<file path="src/rtl/piso_serializer.sv">
// piso_serializer: parametrised parallel-in / serial-out shifter.
//
// A word is accepted with a valid/ready handshake, then shifted out one bit
// per cycle where shift_en is high, MSB- or LSB-first as selected at load time.
// A new word can be accepted in the same cycle the final bit is consumed, so
// frames can run back-to-back with no idle gap.
//
// Ports:
//   clk         clock, rising edge
//   rst_n       asynchronous reset, active HIGH (asserted = 1)
//   par_in      parallel word to serialise
//   load_valid  producer offers par_in
//   load_ready  word can be accepted this cycle
//   lsb_first   bit order for the offered word (1 = LSB first), sampled on load
//   shift_en    advance one bit this cycle; 0 = stall
//   ser_out     current serial bit (IDLE_LEVEL when no frame is active)
//   ser_valid   ser_out carries frame data
//   last        ser_out is the final bit of the frame
//   busy        frame in progress
module piso_serializer #(
    parameter int   WIDTH      = 8,
    parameter logic IDLE_LEVEL = 1'b0,
    localparam int  CNT_W      = $clog2(WIDTH)
) (
    input  logic             clk,
    input  logic             rst_n,
    input  logic [WIDTH-1:0] par_in,
    input  logic             load_valid,
    output logic             load_ready,
    input  logic             lsb_first,
    input  logic             shift_en,
    output logic             ser_out,
    output logic             ser_valid,
    output logic             last,
    output logic             busy
);

    typedef enum logic {IDLE, SHIFT} state_t;

    localparam logic [CNT_W-1:0] CNT_LAST = CNT_W'(WIDTH - 1);

    state_t           state, state_nxt;
    logic [WIDTH-1:0] shreg, shreg_nxt;
    logic [CNT_W-1:0] cnt,   cnt_nxt;
    logic             dir,   dir_nxt;
    logic             accept;

    // Outputs come from registered state only; load_ready additionally looks
    // at shift_en so a new word can slip in as the final bit is consumed.
    assign busy       = (state == SHIFT);
    assign ser_valid  = busy;
    assign last       = busy && (cnt == CNT_LAST);
    assign ser_out    = busy ? (dir ? shreg[0] : shreg[WIDTH-1]) : IDLE_LEVEL;
    assign load_ready = !rst_n && (!busy || (last && shift_en));
    assign accept     = load_valid && load_ready;

    always_ff @(posedge clk or posedge rst_n) begin
        if (rst_n) begin
            state <= IDLE;
            shreg <= '0;
            cnt   <= '0;
            dir   <= 1'b0;
        end else begin
            state <= state_nxt;
            shreg <= shreg_nxt;
            cnt   <= cnt_nxt;
            dir   <= dir_nxt;
        end
    end

    always_comb begin
        state_nxt = state;
        shreg_nxt = shreg;
        cnt_nxt   = cnt;
        dir_nxt   = dir;
        if (accept) begin
            // Covers both a load from IDLE and a back-to-back reload.
            state_nxt = SHIFT;
            shreg_nxt = par_in;
            cnt_nxt   = '0;
            dir_nxt   = lsb_first;
        end else if (busy && shift_en) begin
            if (last) begin
                state_nxt = IDLE;
                shreg_nxt = '0;
                cnt_nxt   = '0;
            end else begin
                // Move the next bit toward the output end, zero-filling behind.
                shreg_nxt = dir ? {1'b0, shreg[WIDTH-1:1]} : {shreg[WIDTH-2:0], 1'b0};
                cnt_nxt   = cnt + CNT_W'(1);
            end
        end
    end

endmodule

</file>
<file path="config.mk">
export PLATFORM = sky130hd
export DESIGN_NAME = piso_serializer
export DESIGN_NICKNAME = d
export VERILOG_FILES = /design/src/rtl/piso_serializer.sv
export SDC_FILE = /design/constraint.sdc
export NUM_CORES = 1
export LEC_CHECK = 0
export ABC_AREA = 1
export BUFFER_PORTS_ARGS = -buffer_cell sky130_fd_sc_hd__buf_4
export CORE_MARGIN = 2
export CORE_UTILIZATION = 54
export DETAILED_ROUTE_END_ITERATION = 10
export PLACE_DENSITY_LB_ADDON = 0.3
export SETUP_SLACK_MARGIN = 0.05
export SYNTH_ARGS = -nofsm -noshare
export SYNTH_HDL_FRONTEND = slang
export SYNTH_SLANG_ARGS = --single-unit
</file>
<file path="constraint.sdc">
create_clock -name clk -period 3.45 [get_ports clk]
set_input_delay 0.345 -clock clk [delete_from_list [all_inputs] [get_ports clk]]
set_output_delay 0.345 -clock clk [all_outputs]
set_load 0.1 [all_outputs]
</file>
==> results of run 1 <==
## worst paths after layout
check	to	from	depth (start not counted)	slack [ns]
worst max register to register	shreg[7]	cnt[0]	6	1.89
worst max-delay path	load_ready	cnt[0]	5	1.23
min in group clk	dir	lsb_first	3	0.30
worst min-delay path	shreg[7]	rst_n	2	0.11
max in group asynchronous	cnt[1]	rst_n	2	2.98
worst min register to register	shreg[4]	shreg[4]	2	0.52
## cells by family after synthesis
logic type / after synthesis / synth area share [%]
and+or+nand+nor: 66 / 39.2
adders and majority gates: 2 / 3.39
DFF: 13 / 44.1
AOI/OAI and AO/OA: 7 / 5.25
buffers and inverters: 13 / 8.13
## final cells by class
cell class / count / share of cell area, %
Multi-Input combinational cell: 75 / 40.1
Sequential cell: 13 / 36.9
Timing Repair Buffer: 17 / 14.5
Inverter: 8 / 3.41
Clock buffer: 4 / 2.98
Tap cell: 15 / 2.13
## layer usage
metal	track usage [%]	share of wire, %
met1	31.1	43
met2	39.1	48
met3	5.43	7.5
met4	9.17	1.4
met5	0	0
## registers in the layout (all words and copies together), names as in the netlist
register  cells
shreg         8
cnt           3
busy          1
dir           1
## worst max-delay path: stages (launching register included)
cell	delay, ns
dfrtp_1	0.38
ha_1	0.16
ha_1	0.15
nand2_1	0.08
a21oi_2	0.44
buf_4	0.39
## cells in the final DEF, fill, tap and decap left out
| master | synthesis | final |
|---|---|---|
| nor2_1 | 6 | 6 |
| inv_1 | 7 | 7 |
| nand3_2 | 1 | 1 |
| ha_1 | 2 | 2 |
| nand3_1 | 28 | 28 |
| dfrtp_1 | 13 | 13 |
| clkbuf_1 | 0 | 1 |
| clkbuf_4 | 0 | 3 |
| buf_4 | 2 | 17 |
| o21ai_0 | 6 | 6 |
| a21oi_2 | 1 | 1 |
| nand2_1 | 31 | 31 |
| inv_2 | 1 | 1 |
## where the power goes
group / switching [mW] / leakage [nW] / internal [mW]
combinational: 0.335 / 0.295 / 0.125
clock: 0.0520 / 0.0150 / 0.0449
sequential: 0.0703 / 0.165 / 0.223
## stage by stage
stage	total power, mW	hold WS (ns)
6_report	0.851	0.113
5_1_grt	0.913	0.158
4_1_cts	0.849	0.135
3_5_place_dp	0.754	0.434
3_3_place_gp	0.737	0.435
2_1_floorplan	0.662	0.237
==> impl_results.md, run 1 <==
- Pre-Repair DR Iteration Count: 4
- Placer Congestion: between 0.8 and 0.9
- FF+latch count, synth: 13
- Layout cells sized above 1: 19.7%
- DP HPWL: between 1 and 1.5 mm
- CP Launch Type: flop
- IO buf count: 17
- Avg WL per Cell: 12.5 um
- Relative slew slack: 64.2%
- Cell accounting for the most synthesized area: dfrtp_1
- Die height: 41.0 um
- Leakage power: 0.475 nW
- Post-synth EDFFs: 0
- Count of pins over their slew limit: 0
- Share of the synthesized area in the top cell type: 44.1%
- Final Skew: 0.00256 ns
- I/O pin count: 18
- Sequential cell area: 325 um^2
- Detailed-route DRC error count: 0
- 1st-iter DRT viols: 18
- Routed vias/inst: ~5.6
- Largest net degree at the start of global routing: 15
- DP Cell Count: 128
- Via count: 745
- Finished Cell Area: 881 um^2
- Initial antenna violation count: 0
- GR Overflow Total: 0
- Multi-input gate area: approximately 350 um^2
- Crit Path Class: reg -> out
- Max-cap violations: 0
- Worst skew pair latency: 0.28 ns
- Leading cell types by count after synthesis: 31 x nand2_1, 28 x nand3_1, 13 x dfrtp_1
- Clk Tree Root Cell: clkbuf_4
- Status: complete, no violations
- Synth Instances: slightly above 100
- Post-Layout Cell Count: 132
- # setup viols final: 0
- Clk buf depth: 2
- First-pass GRT wire length: around 2.7 mm
- Syn Std Cell Area: 738 um^2
- N_diodes: 0
- Std-Cell Rows: 13
- CTS-repair resized insts: 0
- Sequential fraction of the synthesis area: 44.1%
- CTS buffer count: 3
- Async set or reset register ratio after synthesis: 100%
- CP arrival: between 1.5 and 2 ns
- Hold crit path type: in -> async
- Routed WL: 1.65 mm
- Most common cell in the synthesized netlist: nand2_1
- Reg clk slew, reported paths: 0.08 ns
- Filler Cells Inserted: 114
- Final Hold Viols: 0
- Final antenna-violating net count: 0
- Synth area leaders: dfrtp_1 44%, nand3_1 19%, nand2_1 16%
- Ratio of final minimum period to clock period: 64.5%
- Critical path fanouts, max: 10
- Peak Freq: 0.450 GHz
- Syn Area/Cell: 7.31 um^2
- Fin Setup TNS: 0 ns
- Number of global-route vias before repair: 634
- Area delta synth->final: 19.3%
- Placed inst area: 855 um^2
- Worst vdd ir: 0.481 mV
- CP required: 3.11 ns
- Initial core utilization: between 50% and 60%
- Dpl ws: 1.56 ns
- Final core utilization: 68.5%
- Unrepaired setup endpoints after global routing: false
- Die area: 1680 um^2
- H-tree depth: 1
- Die width: 41.0 um
- Worst-Margin Slew: 0.536 ns
- Ys flop type: dfrtp_1
- Distinct cells, synth: 12
- Crit path capture type: primary output
- Net Count, Synth: 116
- CTS tree: yes
- Postcts setup bufs: 0
- # nets final: between 100 and 150
- Setup WS post-layout: 1.23 ns
- PD cells: 966 nW/um^2
- CTS Hold Bufs: 0
- Synth warnings: 0
- Clk sink count: 13
- Tot GR Track Use: 24.2%
- CORE AREA: 1280 um^2
- Final min period: 2.22 ns
Power figures use the tool's default switching activity.
==> run 2, diff against run 1 <==
--- a/config.mk
+++ b/config.mk
@@ -5,10 +5,10 @@
 export SDC_FILE = /design/constraint.sdc
 export NUM_CORES = 1
 export LEC_CHECK = 0
-export ABC_AREA = 1
+export ABC_AREA = 0
 export BUFFER_PORTS_ARGS = -buffer_cell sky130_fd_sc_hd__buf_4
 export CORE_MARGIN = 2
-export CORE_UTILIZATION = 54
+export CORE_UTILIZATION = 50
 export DETAILED_ROUTE_END_ITERATION = 10
 export PLACE_DENSITY_LB_ADDON = 0.3
 export SETUP_SLACK_MARGIN = 0.05
==> constraint.sdc (replaced) <==
create_clock -name clk -period 2.1 [get_ports clk]
set_input_delay 0.21 -clock clk [delete_from_list [all_inputs] [get_ports clk]]
set_output_delay 0.21 -clock clk [all_outputs]
set_load 0.1 [all_outputs]
==> run 2 against run 1 <==
  * Largest cell class unchanged
  * Largest power group unchanged
  * Non-clock buffer count increased by 2
  * Sequential cell count did not move
  * Clock skew is 0.0010 ns higher
  * Via count shrank 27%
==> impl_results.md, run 2 <==
- Synth warnings: 0 (unchanged)
- H-tree depth: 1 (unchanged)
- Synth area leaders: dfrtp_1 46%, a221o_1 11%, mux2i_1 9.8% (was dfrtp_1 44%, nand3_1 19%, nand2_1 16%)
- Distinct cells, synth: 23 (was 12)
- Worst-Margin Slew: 0.691 ns (was 0.536 ns)
- Async set or reset register ratio after synthesis: 100% (unchanged)
- Dpl ws: 0.213 ns (was 1.56 ns)
- Largest net degree at the start of global routing: 14 (was 15)
- Final antenna-violating net count: 0 (unchanged)
- Hold crit path type: in -> reg (was in -> async)
- N_diodes: 0 (unchanged)
- Placed inst area: 847 um^2 (was 855 um^2)
- Worst vdd ir: 0.882 mV (was 0.481 mV)
- Worst skew pair latency: 0.29 ns (was 0.28 ns)
- Number of global-route vias before repair: 542 (was 634)
- CP max stage delay: 0.58 ns (was 0.44 ns)
- CP required: 2.28 ns (was 3.11 ns)
- Crit Path Class: reg -> reg (was reg -> out)
- Syn Std Cell Area: 712 um^2 (was 738 um^2)
- Critical path startpoint: cnt[0] (unchanged)
- Crit-path cells: ha_1, ha_1, a21boi_4, nor3b_2, mux2_1 (was ha_1, ha_1, nand2_1, a21oi_2, buf_4)
- Ys flop type: dfrtp_1 (unchanged)
- Avg WL per Cell: 15.1 um (was 12.5 um)
- Net Count, Synth: 76 (was 116)
- Setup WS post-layout: 0.211 ns (was 1.23 ns)
- Die height: 41.7 um (was 41.0 um)
- # setup viols final: 0 (unchanged)
- PD cells: 1580 nW/um^2 (was 966 nW/um^2)
- Leading cell types by count after synthesis: 13 x dfrtp_1, 8 x a221o_1, 8 x nor2_1 (was 31 x nand2_1, 28 x nand3_1, 13 x dfrtp_1)
- Final Hold Viols: 0 (unchanged)
- Area delta synth->final: 24.3% (was 19.3%)
- IO buf count: 17 (unchanged)
- Fin Setup TNS: 0 ns (unchanged)
- Most frequent cells in the layout: 18 x buf_4, 13 x dfrtp_1, 8 x a221o_1, 7 x mux2i_1, 7 x nor2_1 (was 31 x nand2_1, 28 x nand3_1, 17 x buf_4, 13 x dfrtp_1, 7 x inv_1)
- Crit path capture type: flop (was primary output)
- Cell accounting for the most synthesized area: dfrtp_1 (unchanged)
- CP Launch Type: flop (unchanged)
- Die area: 1740 um^2 (was 1680 um^2)
- Top reg by flops: shreg (unchanged)
- Final Skew: 0.00360 ns (was 0.00256 ns)
- Initial antenna violation count: 0 (unchanged)
- CTS buffer count: 3 (unchanged)
- Initial core utilization: 54.0% (was 57.4%)
- Clk buf depth: 2 (unchanged)
- 1st-iter DRT viols: 6 (was 18)
- Clk Tree Root Cell: clkbuf_4 (unchanged)
- RR Startpoint: cnt[0] (unchanged)
- Std-Cell Rows: 13 (unchanged)
- Sequential fraction of the synthesis area: 45.7% (was 44.1%)
- Routed vias/inst: 5.76 (was 5.64)
- GR Overflow Total: 0 (unchanged)
- Finished Cell Area: 885 um^2 (was 881 um^2)
- Detailed-route DRC error count: 0 (unchanged)
- Count of pins over their slew limit: 0 (unchanged)
- Tot GR Track Use: 18.2% (was 24.2%)
- Critical Path Sink: dir (was load_ready)
- Post-synth EDFFs: 0 (unchanged)
- Reg2Reg Capture Point: dir (was shreg[7])
- Via count: 547 (was 745)
- Status: complete, no violations (unchanged)
- Biggest regs: shreg x8, cnt x3 (unchanged)
- CP max stage cell: nor3b_2 (was a21oi_2)
- # nets final: 96 (was 133)
- Relative slew slack: 53.7% (was 64.2%)
- Reg clk slew, reported paths: 0.09 ns (was 0.08 ns)
- Synth Instances: 61 (was 101)
- Commonest non-fill, non-tap cell in the layout: buf_4 (was nand2_1)
- Unrepaired setup endpoints after global routing: false (unchanged)
- Leakage power: 0.437 nW (was 0.475 nW)
- FF+latch count, synth: 13 (unchanged)
- I/O pin count: 18 (unchanged)
- Crit path top cell by count: ha_1 (unchanged)
- DP HPWL: 1.01 mm (was 1.19 mm)
- Share of the synthesized area in the top cell type: 45.7% (was 44.1%)
- Critical path fanouts, max: 11 (was 10)
- Routed WL: 1.44 mm (was 1.65 mm)
- Die width: 41.7 um (was 41.0 um)
- Peak Freq: 0.529 GHz
- Filler Cells Inserted: 109 (was 114)
- Max-cap violations: 0 (unchanged)
- Syn Area/Cell: 11.7 um^2 (was 7.31 um^2)
- Flop2flop setup slack: 0.21 ns (was 1.89 ns)
- CTS tree: yes (unchanged)
- CORE AREA: 1320 um^2 (was 1280 um^2)
- Ratio of final minimum period to clock period: between 80% and 90%
- CP arrival: 2.07 ns (was 1.88 ns)
- Pre-Repair DR Iteration Count: 4 (unchanged)
- Layout cells sized above 1: 37.5% (was 19.7%)
- Max reg flops: 8 (unchanged)
- Clk sink count: 13 (unchanged)
- First-pass GRT wire length: 2.39 mm (was 2.66 mm)
- Final min period: 1.89 ns
- Placer Congestion: 0.704 (was 0.825)
- Most common cell in the synthesized netlist: dfrtp_1 (was nand2_1)
- Reg2Reg Depth: 5 (was 6)
[run 2: worst min-delay path by stage]
stage / from / to / cells after the start
finish: lsb_first / dir / 2
global route: par_in[3] / shreg[3] / 2
detailed placement: rst_n / busy / 2
global placement: rst_n / busy / 2
CTS: par_in[3] / shreg[3] / 2
floorplan: rst_n / busy / 1
[run 2: cell families after synthesis]
family,Yosys count,synth area share (%)
DFF,13,45.7
buffers and inverters,6,5.98
and+or+nand+nor,19,14.8
AOI/OAI and AO/OA,12,17.0
muxes,9,13.0
adders and majority gates,2,3.51
[run 2: critical path: cells and delay by family, from the launching register on]
family          cells  cell delay [ns]
simple gates        1             0.58
mux                 1             0.38
flops               1             0.36
fa+ha+maj           2             0.36
compound gates      1             0.09
[run 2: cell type report]
class	instances	area (um^2)	share of cell area [%]
clock buffers	3	22.5	2.55
flip-flops and latches	13	325	36.8
repair buffers	19	145	16.4
multi-input cells	42	360	40.7
well taps	15	18.8	2.12
clock inverters	1	5.00	0.566
inverters	2	7.51	0.849
[run 2: metrics by stage]
stage | hold slack (ns) | power, mW | cells | utilization (%)
final | 0.145 | 1.40 | 95 | 67.1
after global routing | 0.133 | 1.47 | 95 | 67.1
after CTS | 0.138 | 1.41 | 95 | 67.1
after detailed placement | 0.309 | 1.24 | 90 | 64.3
after global placement | 0.308 | 1.22 | 90 | 64.3
after floorplan | 0.0870 | 1.11 | 61 | -
[run 2: where the power goes]
group          switching [mW]  total [mW]  internal (mW)
clock                  0.0913       0.162         0.0709
combinational           0.475       0.770          0.295
sequential              0.113       0.470          0.357
[run 2: timing repair]
item | in CTS | in global routing
hold buffers | 1 | 0
resized for setup | 0 | 0
setup endpoints to repair | 0 | 0
buffers inserted | 0 | 0
hold endpoints to repair | 8 | 0
[run 2: layer usage]
layer / routed length, um / vias up / track usage, % / part of all wire, %
li1: - / 261 / - / -
met1: 659 / 264 / 21.4 / 46
met2: 650 / 17 / 27.8 / 45
met3: 98 / 5 / 7.83 / 6.8
met4: 28 / 0 / 9.68 / 1.9
met5: 0 / - / 0 / 0
